`config.mk`:
```
export PLATFORM = sky130hd
export DESIGN_NAME = issue_pair_scheduler
export DESIGN_NICKNAME = d
export VERILOG_FILES = /design/src/rtl/issue_pair_scheduler.sv
export SDC_FILE = /design/constraint.sdc
export NUM_CORES = 1
export LEC_CHECK = 0
export ABC_AREA = 1
export CAP_MARGIN = 20
export CORE_ASPECT_RATIO = 0.8
export CORE_MARGIN = 5
export CORE_UTILIZATION = 50
export DETAILED_ROUTE_END_ITERATION = 10
export PLACE_DENSITY = 0.78
export SLEW_MARGIN = 30
export SYNTH_ARGS = -nofsm -noshare
export SYNTH_HDL_FRONTEND = slang
export SYNTH_SLANG_ARGS = --single-unit
```
`constraint.sdc`:
```
create_clock -name clk -period 3.18 [get_ports clk]
set_input_delay 0.954 -clock clk [delete_from_list [all_inputs] [get_ports clk]]
set_output_delay 0.954 -clock clk [all_outputs]
set_load 0.03 [all_outputs]
```
`src/rtl/issue_pair_scheduler.sv`:
```
// issue_pair_scheduler
//
// Steers each decoded instruction pair into the dual-issue ID/EX boundary.
// Every cycle it decides whether the pair issues together, splits across two
// cycles (slot 0 first, slot 1 next), or holds for a load-use bubble. A small
// tracker remembers the load destinations issued in the last accepted cycle,
// so the decode-stage forwarding network never needs EX-stage load data.
//
// Ports
//   clk, rst_n                 clock, synchronous active-low reset
//   flush                      redirect; kills the current pair
//   in_valid / in_ready        decoded pair handshake (in_ready = pair consumed)
//   in_vld_k                   slot k holds a real instruction (k = 0,1)
//   in_rs1_k, in_rs2_k, in_rd_k
//                              slot k register addresses
//   in_rdwen_k, in_ismem_k, in_isbr_k, in_isld_k
//                              slot k write-back / memory / branch / load flags
//   out_ready                  IDEX accepts this cycle
//   iss_vld_0, iss_vld_1       lane valids
//   iss_src                    0: lane 0 = slot 0, 1: lane 0 = slot 1
//   sched_ldstall              load-use bubble this cycle
//   stat_dual, stat_split, stat_ldstall
//                              wrapping event counters
module issue_pair_scheduler #(
   parameter int RF_ADDR_WIDTH = 5,
   parameter int CNT_WIDTH     = 32
) (
   input  logic                     clk,
   input  logic                     rst_n,
   input  logic                     flush,
   input  logic                     in_valid,
   output logic                     in_ready,
   input  logic                     in_vld_0,
   input  logic                     in_vld_1,
   input  logic [RF_ADDR_WIDTH-1:0] in_rs1_0,
   input  logic [RF_ADDR_WIDTH-1:0] in_rs2_0,
   input  logic [RF_ADDR_WIDTH-1:0] in_rd_0,
   input  logic [RF_ADDR_WIDTH-1:0] in_rs1_1,
   input  logic [RF_ADDR_WIDTH-1:0] in_rs2_1,
   input  logic [RF_ADDR_WIDTH-1:0] in_rd_1,
   input  logic                     in_rdwen_0,
   input  logic                     in_rdwen_1,
   input  logic                     in_ismem_0,
   input  logic                     in_ismem_1,
   input  logic                     in_isbr_0,
   input  logic                     in_isbr_1,
   input  logic                     in_isld_0,
   input  logic                     in_isld_1,
   input  logic                     out_ready,
   output logic                     iss_vld_0,
   output logic                     iss_vld_1,
   output logic                     iss_src,
   output logic                     sched_ldstall,
   output logic [CNT_WIDTH-1:0]     stat_dual,
   output logic [CNT_WIDTH-1:0]     stat_split,
   output logic [CNT_WIDTH-1:0]     stat_ldstall
);

   typedef enum logic {
      S_PAIR   = 1'b0,
      S_SECOND = 1'b1
   } state_t;

   localparam logic [RF_ADDR_WIDTH-1:0] X0      = '0;
   localparam logic [CNT_WIDTH-1:0]     CNT_ONE = {{(CNT_WIDTH-1){1'b0}}, 1'b1};

   state_t                   state_q, state_d;
   logic                     trk_vld0_q, trk_vld0_d;
   logic                     trk_vld1_q, trk_vld1_d;
   logic [RF_ADDR_WIDTH-1:0] trk_rd0_q, trk_rd0_d;
   logic [RF_ADDR_WIDTH-1:0] trk_rd1_q, trk_rd1_d;
   logic [CNT_WIDTH-1:0]     dual_q, dual_d;
   logic [CNT_WIDTH-1:0]     split_q, split_d;
   logic [CNT_WIDTH-1:0]     ldst_q, ldst_d;

   logic kill;
   logic commit;
   logic pair_valid;
   logic lu_0, lu_1;
   logic raw, waw, co;
   logic split_first;
   logic lane0_isld;
   logic [RF_ADDR_WIDTH-1:0] lane0_rd;

   // A source hits the tracker only when it is not x0 and matches a live entry.
   function automatic logic trk_hit(input logic [RF_ADDR_WIDTH-1:0] rs,
                                    input logic v0, input logic [RF_ADDR_WIDTH-1:0] r0,
                                    input logic v1, input logic [RF_ADDR_WIDTH-1:0] r1);
      return (rs != X0) && ((v0 && (rs == r0)) || (v1 && (rs == r1)));
   endfunction

   // Reset asserted mid-stream looks exactly like a flush to the outputs.
   // in_vld_0 is folded into the pair valid: a pair without slot 0 is never legal.
   assign kill       = flush || !rst_n;
   assign commit     = out_ready && !kill;
   assign pair_valid = in_valid && in_vld_0;

   assign lu_0 = trk_hit(in_rs1_0, trk_vld0_q, trk_rd0_q, trk_vld1_q, trk_rd1_q) ||
                 trk_hit(in_rs2_0, trk_vld0_q, trk_rd0_q, trk_vld1_q, trk_rd1_q);
   assign lu_1 = trk_hit(in_rs1_1, trk_vld0_q, trk_rd0_q, trk_vld1_q, trk_rd1_q) ||
                 trk_hit(in_rs2_1, trk_vld0_q, trk_rd0_q, trk_vld1_q, trk_rd1_q);

   assign raw = in_rdwen_0 && (in_rd_0 != X0) &&
                ((in_rs1_1 == in_rd_0) || (in_rs2_1 == in_rd_0));
   assign waw = in_rdwen_0 && in_rdwen_1 && (in_rd_0 == in_rd_1) && (in_rd_0 != X0);
   assign co  = !raw && !waw && !(in_ismem_0 && in_ismem_1) &&
                !(in_isbr_0 && in_isbr_1) && !lu_1;

   // Issue decision. Everything is combinational so the pair can issue in the
   // same cycle it arrives; state only advances when IDEX actually accepts.
   always_comb begin
      in_ready      = 1'b0;
      iss_vld_0     = 1'b0;
      iss_vld_1     = 1'b0;
      iss_src       = 1'b0;
      sched_ldstall = 1'b0;
      split_first   = 1'b0;
      state_d       = state_q;
      if (kill) begin
         state_d = S_PAIR;
      end else if (pair_valid) begin
         case (state_q)
            S_PAIR: begin
               if (lu_0) begin
                  sched_ldstall = 1'b1;
               end else if (!in_vld_1) begin
                  iss_vld_0 = 1'b1;
                  in_ready  = out_ready;
               end else if (co) begin
                  iss_vld_0 = 1'b1;
                  iss_vld_1 = 1'b1;
                  in_ready  = out_ready;
               end else begin
                  iss_vld_0   = 1'b1;
                  split_first = 1'b1;
                  if (out_ready) state_d = S_SECOND;
               end
            end
            S_SECOND: begin
               if (lu_1) begin
                  sched_ldstall = 1'b1;
               end else begin
                  iss_vld_0 = 1'b1;
                  iss_src   = 1'b1;
                  in_ready  = out_ready;
                  if (out_ready) state_d = S_PAIR;
               end
            end
            default: state_d = S_PAIR;
         endcase
      end
   end

   // The tracker is replaced wholesale by whatever loads issue in an accepted
   // cycle; an accepted bubble empties it, so each load costs at most one bubble.
   assign lane0_isld = iss_src ? in_isld_1 : in_isld_0;
   assign lane0_rd   = iss_src ? in_rd_1   : in_rd_0;

   always_comb begin
      trk_vld0_d = trk_vld0_q;
      trk_vld1_d = trk_vld1_q;
      trk_rd0_d  = trk_rd0_q;
      trk_rd1_d  = trk_rd1_q;
      if (kill) begin
         trk_vld0_d = 1'b0;
         trk_vld1_d = 1'b0;
      end else if (out_ready) begin
         if (iss_vld_0) begin
            trk_vld0_d = lane0_isld && (lane0_rd != X0);
            trk_rd0_d  = lane0_rd;
            trk_vld1_d = iss_vld_1 && in_isld_1 && (in_rd_1 != X0);
            trk_rd1_d  = in_rd_1;
         end else begin
            trk_vld0_d = 1'b0;
            trk_vld1_d = 1'b0;
         end
      end
   end

   // Statistics only count cycles that IDEX really takes.
   always_comb begin
      dual_d  = dual_q;
      split_d = split_q;
      ldst_d  = ldst_q;
      if (commit) begin
         if (iss_vld_0 && iss_vld_1) dual_d  = dual_q + CNT_ONE;
         if (split_first)            split_d = split_q + CNT_ONE;
         if (sched_ldstall)          ldst_d  = ldst_q + CNT_ONE;
      end
   end

   // State, tracker and counters all register here.
   always_ff @(posedge clk) begin
      if (!rst_n) begin
         state_q    <= S_PAIR;
         trk_vld0_q <= 1'b0;
         trk_vld1_q <= 1'b0;
         trk_rd0_q  <= '0;
         trk_rd1_q  <= '0;
         dual_q     <= '0;
         split_q    <= '0;
         ldst_q     <= '0;
      end else begin
         state_q    <= state_d;
         trk_vld0_q <= trk_vld0_d;
         trk_vld1_q <= trk_vld1_d;
         trk_rd0_q  <= trk_rd0_d;
         trk_rd1_q  <= trk_rd1_d;
         dual_q     <= dual_d;
         split_q    <= split_d;
         ldst_q     <= ldst_d;
      end
   end

   assign stat_dual    = dual_q;
   assign stat_split   = split_q;
   assign stat_ldstall = ldst_q;

endmodule

```
* Word level (Yosys, flattened, before mapping)
Cells that the tools add are included.
W data, S select, Z words.
** Storage, ports and cells
- Bits of input ports :: 45
- Bits in registers :: 109
** Cells by class
- Equal/unequal tests :: 11
- Bitwise gates (word level) :: 3
- Reductions and logical operators :: 56
- Mux-type cells :: 43
- Add/subtract/negate cells :: 3
** Operator list (count)
- $add A32 B1 Y32 const B :: 3
- $eq A5 B5 Y1 :: 11
- $mux W1 :: 38
- $reduce_bool A5 Y1 :: 7
- $logic_and A1 B1 Y1 :: 29
- $logic_or A1 B1 Y1 :: 8
- $pmux W1 S2 :: 4
- $logic_not A1 Y1 :: 7
- $reduce_and A2 Y1 :: 3
- $mux W5 :: 1
- $not A1 Y1 :: 3
- $reduce_and A3 Y1 :: 1
- $reduce_or A2 Y1 :: 1

* Longest topological paths before layout
- Depth after elaboration :: 17
- Mapped depth :: 18
- Mapped depth without buffers :: 16

* Worst setup path before layout
Ideal clock, no wire load.
- Kind :: input port to output port
- Start point :: input in_rd_0[4]
- End point :: output in_ready
- Arrival :: 2.341 ns
- Slack :: -0.115 ns
- Buffers on the path :: 1
- Cell stages on the path :: 10
- Cells stage by stage :: clkbuf_2 > nor3_1 > nand3_1 > nand2_1 > inv_1 > nand2_1 > nand4_4 > a21oi_1 > nand3_1 > a21oi_1
** On the way
- Longest elaborated chain between the ends :: 14
** Ends and longest elaborated chain
- start: declaration :: RTL line 37 : input logic [RF_ADDR_WIDTH-1:0] in_rd_0,
- $eq A5 B5 Y1 (tied with other cells) :: RTL line 104 : ((in_rs1_1 == in_rd_0) || (in_rs2_1 == in_rd_0));
- $logic_or A1 B1 Y1 (tied with other cells) :: RTL line 104
- $logic_and A1 B1 Y1, on equally long branches :: RTL line 103, 105
- $logic_not A1 Y1 :: RTL line 106 : assign co = !raw && !waw && !(in_ismem_0 && in_ismem_1) &&
- $logic_and A1 B1 Y1 (*) (3 in series) :: RTL line 106
- $logic_and A1 B1 Y1 (*) :: RTL line 107 : !(in_isbr_0 && in_isbr_1) && !lu_1;
- $mux W1 (*) :: RTL line 129 : end else if (co) begin
- $mux W1 (*) :: RTL line 126 : end else if (!in_vld_1) begin
- $mux W1 (*) :: RTL line 124 : if (lu_0) begin
- $pmux W1 S2 (*) :: RTL line 122 : case (state_q)
- $mux W1 (*) :: RTL line 121 : end else if (pair_valid) begin
- $mux W1 (*) :: RTL line 119 : if (kill) begin
- end: declaration :: RTL line 32 : output logic in_ready,
Every way passes the cells marked *; elsewhere a longest branch is shown, timed or not.

* Final worst setup path
- Start point :: input in_rs1_1[0]
- End point :: output in_ready
** On the way
- Longest elaborated chain between the ends :: 14
** Ends and longest elaborated chain
- start: declaration :: RTL line 38 : input logic [RF_ADDR_WIDTH-1:0] in_rs1_1,
- $eq A5 B5 Y1 :: RTL line 104
- $logic_or A1 B1 Y1 :: RTL line 104
- $logic_and A1 B1 Y1 :: RTL line 103 : assign raw = in_rdwen_0 && (in_rd_0 != X0) &&
- $logic_not A1 Y1 :: RTL line 106
- $logic_and A1 B1 Y1 (3 in series) :: RTL line 106
- $logic_and A1 B1 Y1 :: RTL line 107
- $mux W1 :: RTL line 129
- $mux W1 :: RTL line 126
- $mux W1 :: RTL line 124
- $pmux W1 S2 (*) :: RTL line 122
- $mux W1 (*) :: RTL line 121
- $mux W1 (*) :: RTL line 119
Marks and branches as above.

==> flow_metrics.tcl <==
set metrics [dict create \
    status "complete, but fails checks" \
    violations "negative setup slack" \
    p_total_mw 2.936 \
    wl_per_cell_um 15.69 \
    regArea_um2 2187 \
    portBuffers 145 \
    synth_nets 1203 \
    initial_core_util_pct 50.50 \
    grt_usage_pct 28.48 \
    antenna_found_initial 1 \
    antennaDiodeCount 0 \
    seqPwrFrac_pct 46.8 \
    netlist.area_leader.share_pct 30.64 \
    finalWorstSetupSlack_ps -225.8 \
    netlist_top_cells_count "nand2_1, nor2_1, inv_1" \
    grt_pass1_wl_um 38630 \
    die_w_um 143.4 \
    grt_overflow 0 \
    post-route-period-util_pct 107.1 \
    p_clk_share_pct 41.0 \
    multi_input_area_um2 4439 \
    slew_headroom_pct 51.68 \
    slew_violations 0 \
    finalWirelength_um 24920 \
    synthToLayoutAreaGrowth_pct 42.36 \
    path_cells "buf_8 -> buf_4 -> xor2_2 -> a21oi_2 -> nand3_1 -> nand2_1 -> nand2_2 -> nand4_4 -> a21oi_2 -> nand3_1 -> a21oi_2 -> buf_6" \
    critPathTopFamily "simple AND/OR/NAND/NOR gates" \
    vias 8511 \
    cts_hold_buf 0 \
    critPathKind "in2out" \
    synthArstFlopShare_pct 0 \
    cp_max_fo 3 \
    leakage_nw 4.048 \
    pwr-share-comb_pct 12.2 \
    synth_area_leader_cell "dfxtp_1" \
    critical_path_arrival_ps 2450 \
    clockBufferDepth 2 \
    grt_max_degree 65 \
    p_sw_uw 749.8 \
    dieHeight_um 116.7 \
    cts_tree "yes" \
    slowest_delay_ps 190 \
    grt_pass1_vias 7764 \
    cts_buffers 9 \
    postPlaceCellArea_um2 9079 \
    intPower_mw 2.186 \
    finalSetupViolCount 4 \
    synth_area_um2 7122 \
    max_clock_freq_mhz 293.6 \
    cpMaxStageDelayCell "a21oi_2" \
    hold_path.class "reg2reg" \
    ys_seq_area_share_pct 30.64 \
    clk_latency_ps 360 \
    clkTransAtPathRegs_ps 80 \
    cap_viol_max_count 0 \
    yosys_register_bits 109 \
    switching_share_pct 25.54 \
    crit_buf_inv 3 \
    stdcell_area_um2 10140 \
    htree_levels 3 \
    crit_top_cell "a21oi_2" \
    dieArea_um2 16750 \
    rows 39 \
    nets 1447 \
    worst_pin_slew_ps 724.8 \
    powerDensity_nw_per_um2 289.6 \
    drive_above_1_share_pct 20.44 \
    ys.flop_type "dfxtp_1" \
    worst_ep_required_time_ps 2230 \
    synth_top_cells_by_area "dfxtp_1, nand2_1, nor2_1" \
    viasPerCell 5.360 \
    crit_path_start_kind "input port" \
    synthCells 1155 \
    synth-edff-count 0 \
    cp-end-kind "primary output" \
    cts_root_buf "clkbuf_16" \
    hold_violations 0 \
    ir_drop_mv 0.2659 \
    fin_crit_ps 3406 \
    rsz0062_at_grt "yes" \
    first_iter_violations 764 \
    fin_skew_ps 7.245 \
    cts_num_sinks 109 \
    dr.pass1.iters 8 \
    drcViolationCount 0 \
    fill_cells 1171 \
    yosysMostFrequentCell "nand2_1" \
    yosys_warnings 0 \
    dpl_worst_slack_ps -609.2 \
    synth.avg_cell_area_um2 6.166 \
    synth_cell_type_count 44 \
    dpl.hpwl_um 16620 \
    gp_congestion 0.9864 \
    pin_count 146 \
    antenna_left 0 \
    core_um2 14100 \
]
repair_timing:
action	4_1_cts	5_1_grt
gates resized for setup	189	81
pin swaps	49	50
buffers inserted	63	6
setup endpoints to repair	5	8
power groups by stage:
stage / sequential (mW) / combinational, mW / clock, mW
3_5_place_dp: 1.41 / 0.258 / 0
5_1_grt: 1.38 / 0.379 / 1.28
3_3_place_gp: 1.41 / 0.256 / 0
2_1_floorplan: 1.40 / 0.123 / 0
4_1_cts: 1.37 / 0.308 / 1.23
6_report: 1.38 / 0.357 / 1.20
cell type report:
| type | count | area share (%) |
|---|---|---|
| Multi-Input combinational cell | 875 | 43.79 |
| Timing Repair Buffer | 268 | 23.83 |
| Sequential cell | 109 | 21.57 |
| Inverter | 136 | 5.381 |
| Clock buffer | 10 | 2.357 |
| Tap cell | 184 | 2.271 |
| Clock inverter | 6 | 0.8022 |
per-stage QoR:
| step | util, % | hold WS, ps | std cells | TNS [ps] |
|---|---|---|---|---|
| final | 71.89 | 494.7 | 1588 | -624.7 |
| after floorplan | - | 476.4 | 1155 | 0 |
| after global placement | 64.38 | 474.8 | 1506 | -7015 |
| after CTS | 70.27 | 492.6 | 1584 | -232.0 |
| after detailed placement | 64.38 | 480.9 | 1506 | -8070 |
| after global routing | 71.89 | 542.8 | 1588 | -1077 |
sequential cells by signal (all words and copies together), names as in the netlist:
name and count:
stat_dual 32, stat_ldstall 32, stat_split 32, state_q 1
trk_rd0_q 5, trk_rd1_q 5, trk_vld0_q 1, trk_vld1_q 1
layer usage:
layer / wire (µm) / GRT usage (%) / vias up
met1: 10690 / 39.88 / 3782
li1: - / - / 4187
met4: 957 / 10.23 / 2
met5: 13 / 0 / -
met3: 2506 / 6.631 / 91
met2: 10750 / 43.07 / 449
cells by family (layout without fill, tap and decap cells):
family	Yosys count	count (layout)	share of synthesized area [%]
flip-flops	109	109	30.64
AO/OA/AOI/OAI	108	108	7.853
adder cells (fa/ha/maj)	3	3	0.5271
AND/OR/NAND/NOR	705	705	44.10
buffers and inverters	171	420	9.627
XOR/XNOR	59	59	7.256
worst reg2reg max path, stage by stage (launching register included):
cell and delay (ps):
dfxtp_1 460, inv_1 190, nand2_1 90, nand2_1 50, nor2_1 130, nand3_1 100, nand2_1 80, nand2_2 70
buf_4 140, buf_4 130, buf_4 120, buf_4 120, nand4_1 110, buf_4 130, buf_4 90, buf_4 90
buf_4 90, buf_4 90, buf_4 150, nand2_2 80, nand2_2 90, nand3_2 70, o21bai_1 200, a21oi_1 100
final timing paths:
kind	startpoint	endpoint	slack (ps)	cells after the start
max	in_rs1_1[0]	in_ready	-230	12
min	stat_dual[7]	stat_dual[7]	490	2
max reg2reg	trk_rd1_q[4]	trk_vld0_q	90	23
min reg2reg	stat_dual[7]	stat_dual[7]	490	2
placed cells by master, fill, tap and decap left out, drive strengths merged:
cell           synthesis  routed
nand2                327     327
nor2                 176     176
buf                   22     156
inv                  136     137
dfxtp                109     109
clkdlybuf4s50          0     105
nand3                 87      87
a21oi                 72      72
nor3                  58      58
xor2                  44      44
nand4                 27      27
o21ai                 27      27
xnor2                 15      15
nor4                  13      13
clkbuf                13      11
nor3b                  8       8
dlygate4sd2            0       6
nand2b                 5       5
clkinv                 0       4
ha                     3       3
or2                    3       3
o22ai                  2       2
o21bai                 2       2
a31oi                  2       2
a22o                   1       1
a22oi                  1       1
o21a                   1       1
nor4b                  1       1
bufinv                 0       1
Note: power is estimated with default switching activity, not from simulation.
